### config.mk
export PLATFORM = sky130hd
export DESIGN_NAME = kmeans_centroid_update_k4n2
export DESIGN_NICKNAME = d
export VERILOG_FILES = /design/src/rtl/kmeans_centroid_update_k4n2.sv
export SDC_FILE = /design/constraint.sdc
export NUM_CORES = 1
export LEC_CHECK = 0
export BUFFER_PORTS_ARGS = -buffer_cell sky130_fd_sc_hd__buf_2
export CORE_MARGIN = 8
export CORE_UTILIZATION = 45
export CTS_CLUSTER_SIZE = 40
export DETAILED_ROUTE_END_ITERATION = 16
export PLACE_DENSITY = 0.76
export SYNTH_ARGS = -nofsm -noshare
export SYNTH_HDL_FRONTEND = slang
export SYNTH_SLANG_ARGS = --single-unit
### constraint.sdc
create_clock -name clk -period 5.8 [get_ports clk]
set_input_delay 0 -clock clk [delete_from_list [all_inputs] [get_ports clk]]
set_output_delay 0 -clock clk [all_outputs]
set_load 0.01 [all_outputs]
### src/rtl/kmeans_centroid_update_k4n2.sv
// Divides the 4x2 accumulator sums by their sample counts and writes each new centroid.
// Build option KMEANS_UPD_ROUND_EN: round to nearest (sum + count/2, one extra divide cycle).
module kmeans_centroid_update_k4n2 #(
  parameter int input_data_width         = 8,
  parameter int input_data_qty_bit_width = 8,
  parameter int acc_width                = 16
) (
  input  logic                                clk,
  input  logic                                rst,
  input  logic                                start,
  output logic                                busy,
  output logic                                done,
  output logic                                rd_acc_en,
  output logic [1:0]                          rd_acc_centroid,
  input  logic [acc_width-1:0]                acc0_in,
  input  logic [acc_width-1:0]                acc1_in,
  input  logic [input_data_qty_bit_width-1:0] acc_count_in,
  output logic                                new_centroid_wr,
  output logic [1:0]                          new_centroid_idx,
  output logic [input_data_width-1:0]         new_centroid_d0,
  output logic [input_data_width-1:0]         new_centroid_d1,
  output logic [3:0]                          empty_mask
);

`ifdef KMEANS_UPD_ROUND_EN
  localparam int DW = acc_width + 1;
`else
  localparam int DW = acc_width;
`endif
  localparam int QW = input_data_qty_bit_width;
  localparam int IW = input_data_width;
  localparam int CW = $clog2(DW + 1);

  // NEXT costs no cycle, so it lives only in the READ/WRITE transitions.
  typedef enum logic [2:0] {S_IDLE, S_READ, S_DIV, S_WRITE, S_DONE} state_t;

  state_t          r_state, w_next;
  logic [1:0]      r_k;
  logic [CW-1:0]   r_cnt;
  logic [QW-1:0]   r_div;
  logic [DW-1:0]   r_dvd [2];
  logic [DW-1:0]   r_q   [2];
  logic [QW-1:0]   r_rem [2];
  logic [3:0]      r_mask;
  logic [IW-1:0]   r_d0, r_d1;
  logic [1:0]      r_idx;

  logic [DW-1:0]   w_dvd   [2];
  logic [QW:0]     w_trial [2];
  logic [QW:0]     w_sub   [2];
  logic            w_ge    [2];
  logic [QW-1:0]   w_rem_n [2];
  logic [DW-1:0]   w_q_n   [2];
  logic            w_empty, w_last;

  assign w_empty = (acc_count_in == '0);
  assign w_last  = (r_cnt == CW'(DW - 1));

`ifdef KMEANS_UPD_ROUND_EN
  assign w_dvd[0] = {1'b0, acc0_in} + DW'(acc_count_in >> 1);
  assign w_dvd[1] = {1'b0, acc1_in} + DW'(acc_count_in >> 1);
`else
  assign w_dvd[0] = acc0_in;
  assign w_dvd[1] = acc1_in;
`endif

  // Restoring step: the remainder stays below the divisor, so QW bits hold it.
  always_comb begin
    for (int d = 0; d < 2; d++) begin
      w_trial[d] = {r_rem[d], r_dvd[d][DW-1]};
      w_ge[d]    = (w_trial[d] >= {1'b0, r_div});
      w_sub[d]   = w_trial[d] - {1'b0, r_div};
      w_rem_n[d] = w_ge[d] ? w_sub[d][QW-1:0] : w_trial[d][QW-1:0];
      w_q_n[d]   = {r_q[d][DW-2:0], w_ge[d]};
    end
  end

  function automatic logic [IW-1:0] sat(input logic [DW-1:0] q);
    return (|q[DW-1:IW]) ? {IW{1'b1}} : q[IW-1:0];
  endfunction

  always_ff @(posedge clk) begin
    if (rst) r_state <= S_IDLE;
    else     r_state <= w_next;
  end

  always_comb begin
    w_next          = r_state;
    busy            = (r_state != S_IDLE);
    done            = 1'b0;
    rd_acc_en       = 1'b0;
    rd_acc_centroid = r_k;
    new_centroid_wr = 1'b0;
    case (r_state)
      S_IDLE: begin
        rd_acc_centroid = 2'd0;
        if (start) w_next = S_READ;
      end
      S_READ: begin
        rd_acc_en = 1'b1;
        if (!w_empty)          w_next = S_DIV;
        else if (r_k == 2'd3)  w_next = S_DONE;
        else                   w_next = S_READ;
      end
      S_DIV: if (w_last) w_next = S_WRITE;
      S_WRITE: begin
        new_centroid_wr = 1'b1;
        w_next = (r_k == 2'd3) ? S_DONE : S_READ;
      end
      S_DONE: begin
        done   = 1'b1;
        w_next = S_IDLE;
      end
      default: w_next = S_IDLE;
    endcase
  end

  always_ff @(posedge clk) begin
    if (rst) begin
      r_k    <= '0;
      r_cnt  <= '0;
      r_div  <= '0;
      r_mask <= '0;
      r_d0   <= '0;
      r_d1   <= '0;
      r_idx  <= '0;
      for (int d = 0; d < 2; d++) begin
        r_dvd[d] <= '0;
        r_q[d]   <= '0;
        r_rem[d] <= '0;
      end
    end else begin
      case (r_state)
        S_IDLE: if (start) begin
          r_k    <= '0;
          r_mask <= '0;
        end
        S_READ: begin
          r_div <= acc_count_in;
          r_cnt <= '0;
          for (int d = 0; d < 2; d++) begin
            r_dvd[d] <= w_dvd[d];
            r_q[d]   <= '0;
            r_rem[d] <= '0;
          end
          if (w_empty) begin
            r_mask[r_k] <= 1'b1;
            if (r_k != 2'd3) r_k <= r_k + 2'd1;
          end
        end
        S_DIV: begin
          r_cnt <= r_cnt + CW'(1);
          for (int d = 0; d < 2; d++) begin
            r_dvd[d] <= r_dvd[d] << 1;
            r_rem[d] <= w_rem_n[d];
            r_q[d]   <= w_q_n[d];
          end
          // Result registers load on the final step so they are valid through WRITE.
          if (w_last) begin
            r_d0  <= sat(w_q_n[0]);
            r_d1  <= sat(w_q_n[1]);
            r_idx <= r_k;
          end
        end
        S_WRITE: if (r_k != 2'd3) r_k <= r_k + 2'd1;
        default: ;
      endcase
    end
  end

  assign new_centroid_idx = r_idx;
  assign new_centroid_d0  = r_d0;
  assign new_centroid_d1  = r_d1;
  assign empty_mask       = r_mask;

endmodule

Word-level counts from Yosys, hierarchy flattened. Memory sizes are Yosys's and may differ from the RTL's. Index checks and enable logic that the tools add are counted.

$lt $le $gt $ge: 4. $add $sub $neg: 4. Equal/unequal tests: 10. Reduce and logical (&&, ||, !) cells: 13. Bitwise logic cells: 13. Mux-type cells: 42.

Operators with widths (number): two-way mux 16 bit (8); two-way mux 8 bit (8); greater-or-equal comparator 9 x 8 -> 1 bit (2); OR reduction 8 bit (2); subtractor 8 bit (2); two-way mux 3 bit (4); bitwise OR 1 bit (12); one-hot mux 3 bit (4 select lines) (1); two-way mux 1 bit (11); one-hot mux 5 bit (2 select lines) (1); logical NOT 8 bit (1); two-way mux 2 bit (4); two-way mux 4 bit (2); != test 2 bit (second input constant) (4); one-hot mux 4 bit (2 select lines) (1); == test 3 x 2 -> 1 bit (second input constant) (2); one-hot mux 2 bit (3 select lines) (1); AND reduction 3 bit (2); nonzero test 3 bit (2); adder 5 x 1 -> 5 bit (second input constant) (1); == test 5 x 4 -> 1 bit (second input constant) (1); bitwise OR 4 bit (1); AND reduction 2 bit (2); nonzero test 2 bit (2); 9 further kinds (9).

Memories kept: 3. Bits of input ports: 43. Output and inout bits: 28. Bits in writable memories: 80. Register bits after elaboration: 40.

Memory list: r_dvd (depth 2, width 16, read ports 2, clocked after Yosys merged registers in 0, wr ports 2, line 41) `logic [DW-1:0] r_dvd [2];`; r_q (depth 2, width 16, read ports 2, clocked after Yosys merged registers in 0, wr ports 2, line 42) `logic [DW-1:0] r_q [2];`; r_rem (depth 2, width 8, read ports 2, clocked after Yosys merged registers in 0, wr ports 2, line 43) `logic [QW-1:0] r_rem [2];`.

Logic depth before layout (Yosys ltp).
Depth after elaboration: 7. Depth in mapped cells: 8. Mapped depth without buffers: 8.

Worst setup path before layout. OpenSTA, ideal clock, no wires.

Path type: register to register. From: reg r_state[2]. To: mem r_dvd[0][0] (netlist bit) (enable). Setup slack: 3.039 ns. Cell stages (with the launch flop): 6. Setup time: 0.433 ns. Data arrival time: 2.328 ns. Data required time: 5.367 ns. Path buffers: 2. Clock period less this slack: 2.761 ns. Path through: dfxtp_1 clkbuf_2 clkbuf_1 nor2_1 nor2_1 inv_1.

RTL lines: start: declaration (line 37) `state_t r_state, w_next;`; start signal: assignment (line 84) `else r_state <= w_next;`; end: declaration (line 41).

Worst setup path in the final report.
From: reg r_cnt[0]. To: reg r_d0[0], in the netlist new_centroid_d0[0].

Longest elaborated chain between the ends: 2.

RTL lines: start: declaration (line 39) `logic [CW-1:0] r_cnt;`; start signal: assignment (line 152) `r_cnt <= r_cnt + CW'(1);`; == test 5 x 4 -> 1 bit (line 57) `assign w_last = (r_cnt == CW'(DW - 1));`; AND reduction 2 bit (no source line); end signal: assignment (line 160) `r_d0 <= sat(w_q_n[0]);`; end: declaration (line 45) `logic [IW-1:0] r_d0, r_d1;`.

Every way passes these cells. A chain may end at the register's enable or synchronous reset.

==> out/results.ini <==
[clock_network]
cts.sinks = 118
cts_resized = 0
post-cts-setup-buffer-count = 0
cts_root_buf = clkbuf_16
insertion_delay_ns = 0.41
tritoncts = built
holdBufCountCts = 41
clkTransAtPathRegs_ns = 0.05
numCtsBuffers = 17
htree_levels = 4
clockBufferDepth = 2

[worst_hold_path]
hold_path.class = input port to register

[final_layout]
final_cell_area_um2 = 7270
synthToLayoutAreaGrowth_pct = 24.1
nNetsFinal = 697
multi_input_area_um2 = 2470
final_cells = 815
layout-drive-gt1-share = 0.194
n_fill_cell = 1010
diodes = 0
area.sequential_um2 = 3140

[floorplan]
dieHeight_um = 130
coreArea_um2 = 12700
die_width_um = 130
rows = 41
die_area_um2 = 16900
initial_core_util = 0.462
io_pins = 71

[yosys]
yosysTopAreaCell = edfxtp_1
synth.distinct_cells = 59
yosysMostFrequentCell = edfxtp_1
netlist_area_um2 = 5860
syn-num-nets = 591
synthTopCellsByCount = 78 x edfxtp_1, 50 x nor2_1, 40 x dfxtp_1
syn_avg_cell_area_um2 = 11.2
synthFlopType = edfxtp_1
synth_top_cells_by_area = edfxtp_1 40%, dfxtp_1 14%, ha_1 4.7%
yosysWarnings = 0
yosysSeqAreaShare = 0.536
syn_inst = 524
synth_async_sr_flop_share = 0
synth_edf_count = 78
yosysTopAreaCellShare = 0.400
synth-seq-cells = 118

[worst_setup_path]
crit_chain = ha_1, and3_1, ha_1, nor4b_4, nand3_2, nor3_1, nor2_1
slowest_delay_ns = 0.91
cp_max_fo = 20
crit_top_cell = ha_1
cp.arrival_ns = 2.95
cp.required_ns = 6.09
criticalPathCategory = register to register
cp_num_buf_inv = 0
cp_top_family = simple AND/OR/NAND/NOR gates
crit_path_end_kind = register
crit_slowest_cell = nor4b_4
worst_setup_path_start_kind = register

[detailed_routing]
detail_route.iter0.violations = 287
drt_pass1_iterations = 4
via_per_inst = 5.56
routedWlPerCell_um = 17.0
drc_errors = 0
postRouteAntennaNets = 0
routed_wl_um = 13800
vias = 4531

[place]
dpl.cell_count = 742
placed_cell_area_um2 = 6270
port_buffers = 70
hpwl_um = 8770
place.gp.congestion = 0.867

[timing]
finalSetupViolations = 0
hold_viol_final = 0
maxSlewViolCount = 0
worst_slew_pin_slew_ns = 1.12
relSlewSlack = 0.249
fmax_ghz = 0.376
rsz0062_at_grt = false
period_minus_slack_ns = 2.66
setup_tns_ns = 0
min_period_over_period = 0.458
clock_skew_ns = 0.00891

[grt]
overflow = 0
grt_pass1_vias = 4541
grt_max_degree = 63
track_usage = 0.170
antenna_found_initial = 0
grt_pass1_wl_um = 22600

[power]
switching_share = 0.266
leakagePower_nw = 2.87
power_density_nw_per_um2 = 340
p_switching_w = 0.000659
combPwrFrac = 0.165
internal_power_w = 0.00181
ir_worst_vdd_v = 0.000189
power_frac_clock = 0.423
pwr-share-seq = 0.413

[run_status]
outcome = complete, no violations

[run]
cap_violations = 0

## stage by stage
| step | hold WS, ns | setup WS, ns | total power, W | utilization |
|---|---|---|---|---|
| finish | 0.0890 | 3.14 | 0.00247 | 0.574 |
| global route | 0.109 | 2.96 | 0.00257 | 0.574 |
| CTS | 0.0821 | 3.18 | 0.00248 | 0.574 |
| detailed placement | 0.267 | 3.20 | 0.00141 | 0.495 |
| global placement | 0.262 | 3.28 | 0.00140 | 0.495 |
| floorplan | 0.136 | 3.04 | 0.00132 | - |
## area by class of cell
class | instances | share of cell area
flip-flops and latches | 118 | 0.432
repair buffers | 113 | 0.107
inverters | 21 | 0.0108
clock inverters | 13 | 0.0215
multi-input cells | 359 | 0.340
clock buffers | 19 | 0.0595
well taps | 172 | 0.0296
## cell usage in the layout (no fill, tap or decap), drive strengths merged, types with 23 or more instances in the layout
cell type    Yosys  routed
and2            35      35
edfxtp          78      78
o21ai           30      30
buf             15      72
a21oi           39      39
dfxtp           40      40
dlygate4sd3      0      41
a22o            31      31
nand2           23      23
nor2            51      51
## power groups by stage
stage / Combinational [W] / Sequential (W) / Clock [W]
3_3_place_gp: 0.000365 / 0.00103 / 0
4_1_cts: 0.000401 / 0.00102 / 0.00106
2_1_floorplan: 0.000305 / 0.00102 / 0
6_report: 0.000408 / 0.00102 / 0.00105
3_5_place_dp: 0.000376 / 0.00103 / 0
5_1_grt: 0.000447 / 0.00103 / 0.00109
## worst paths after layout
| kind | slack, ns | end | cells after the start | from |
|---|---|---|---|---|
| hold reg to reg | 0.46 | r_div[5] | 2 | r_div[5] |
| hold / removal | 0.09 | new_centroid_idx[0] | 2 | rst |
| setup reg to reg | 3.14 | new_centroid_d0[0] | 7 | r_cnt[0] |
| setup / recovery | 3.14 | new_centroid_d0[0] | 7 | r_cnt[0] |
## logic make-up after synthesis
family                     after synthesis  synth area share
DFF                                    118             0.536
muxes                                    4           0.00683
adders and majority gates               24            0.0538
buffers and inverters                   47            0.0433
and+or+nand+nor                        186             0.171
xor gates and xnor gates                 3           0.00449
AOI/OAI and AO/OA                      142             0.184
## routing by layer
metal	GRT usage	wire [um]	share of wire	vias up
met2	0.271	6730	0.49	133
li1	-	-	-	2163
met5	0	0	0	-
met3	0.0330	658	0.048	23
met4	0.0874	281	0.020	0
met1	0.215	6170	0.45	2212
## state kept, by name, indices dropped and copies added, names as in the netlist
register	cells
new_centroid_d0	8
r_div	8
empty_mask	4
new_centroid_d1	8
r_cnt	5
r_state	3
r_q	30
r_dvd	32
r_k	2
r_rem	16
new_centroid_idx	2
No activity file was read; power rests on OpenSTA's default activity.
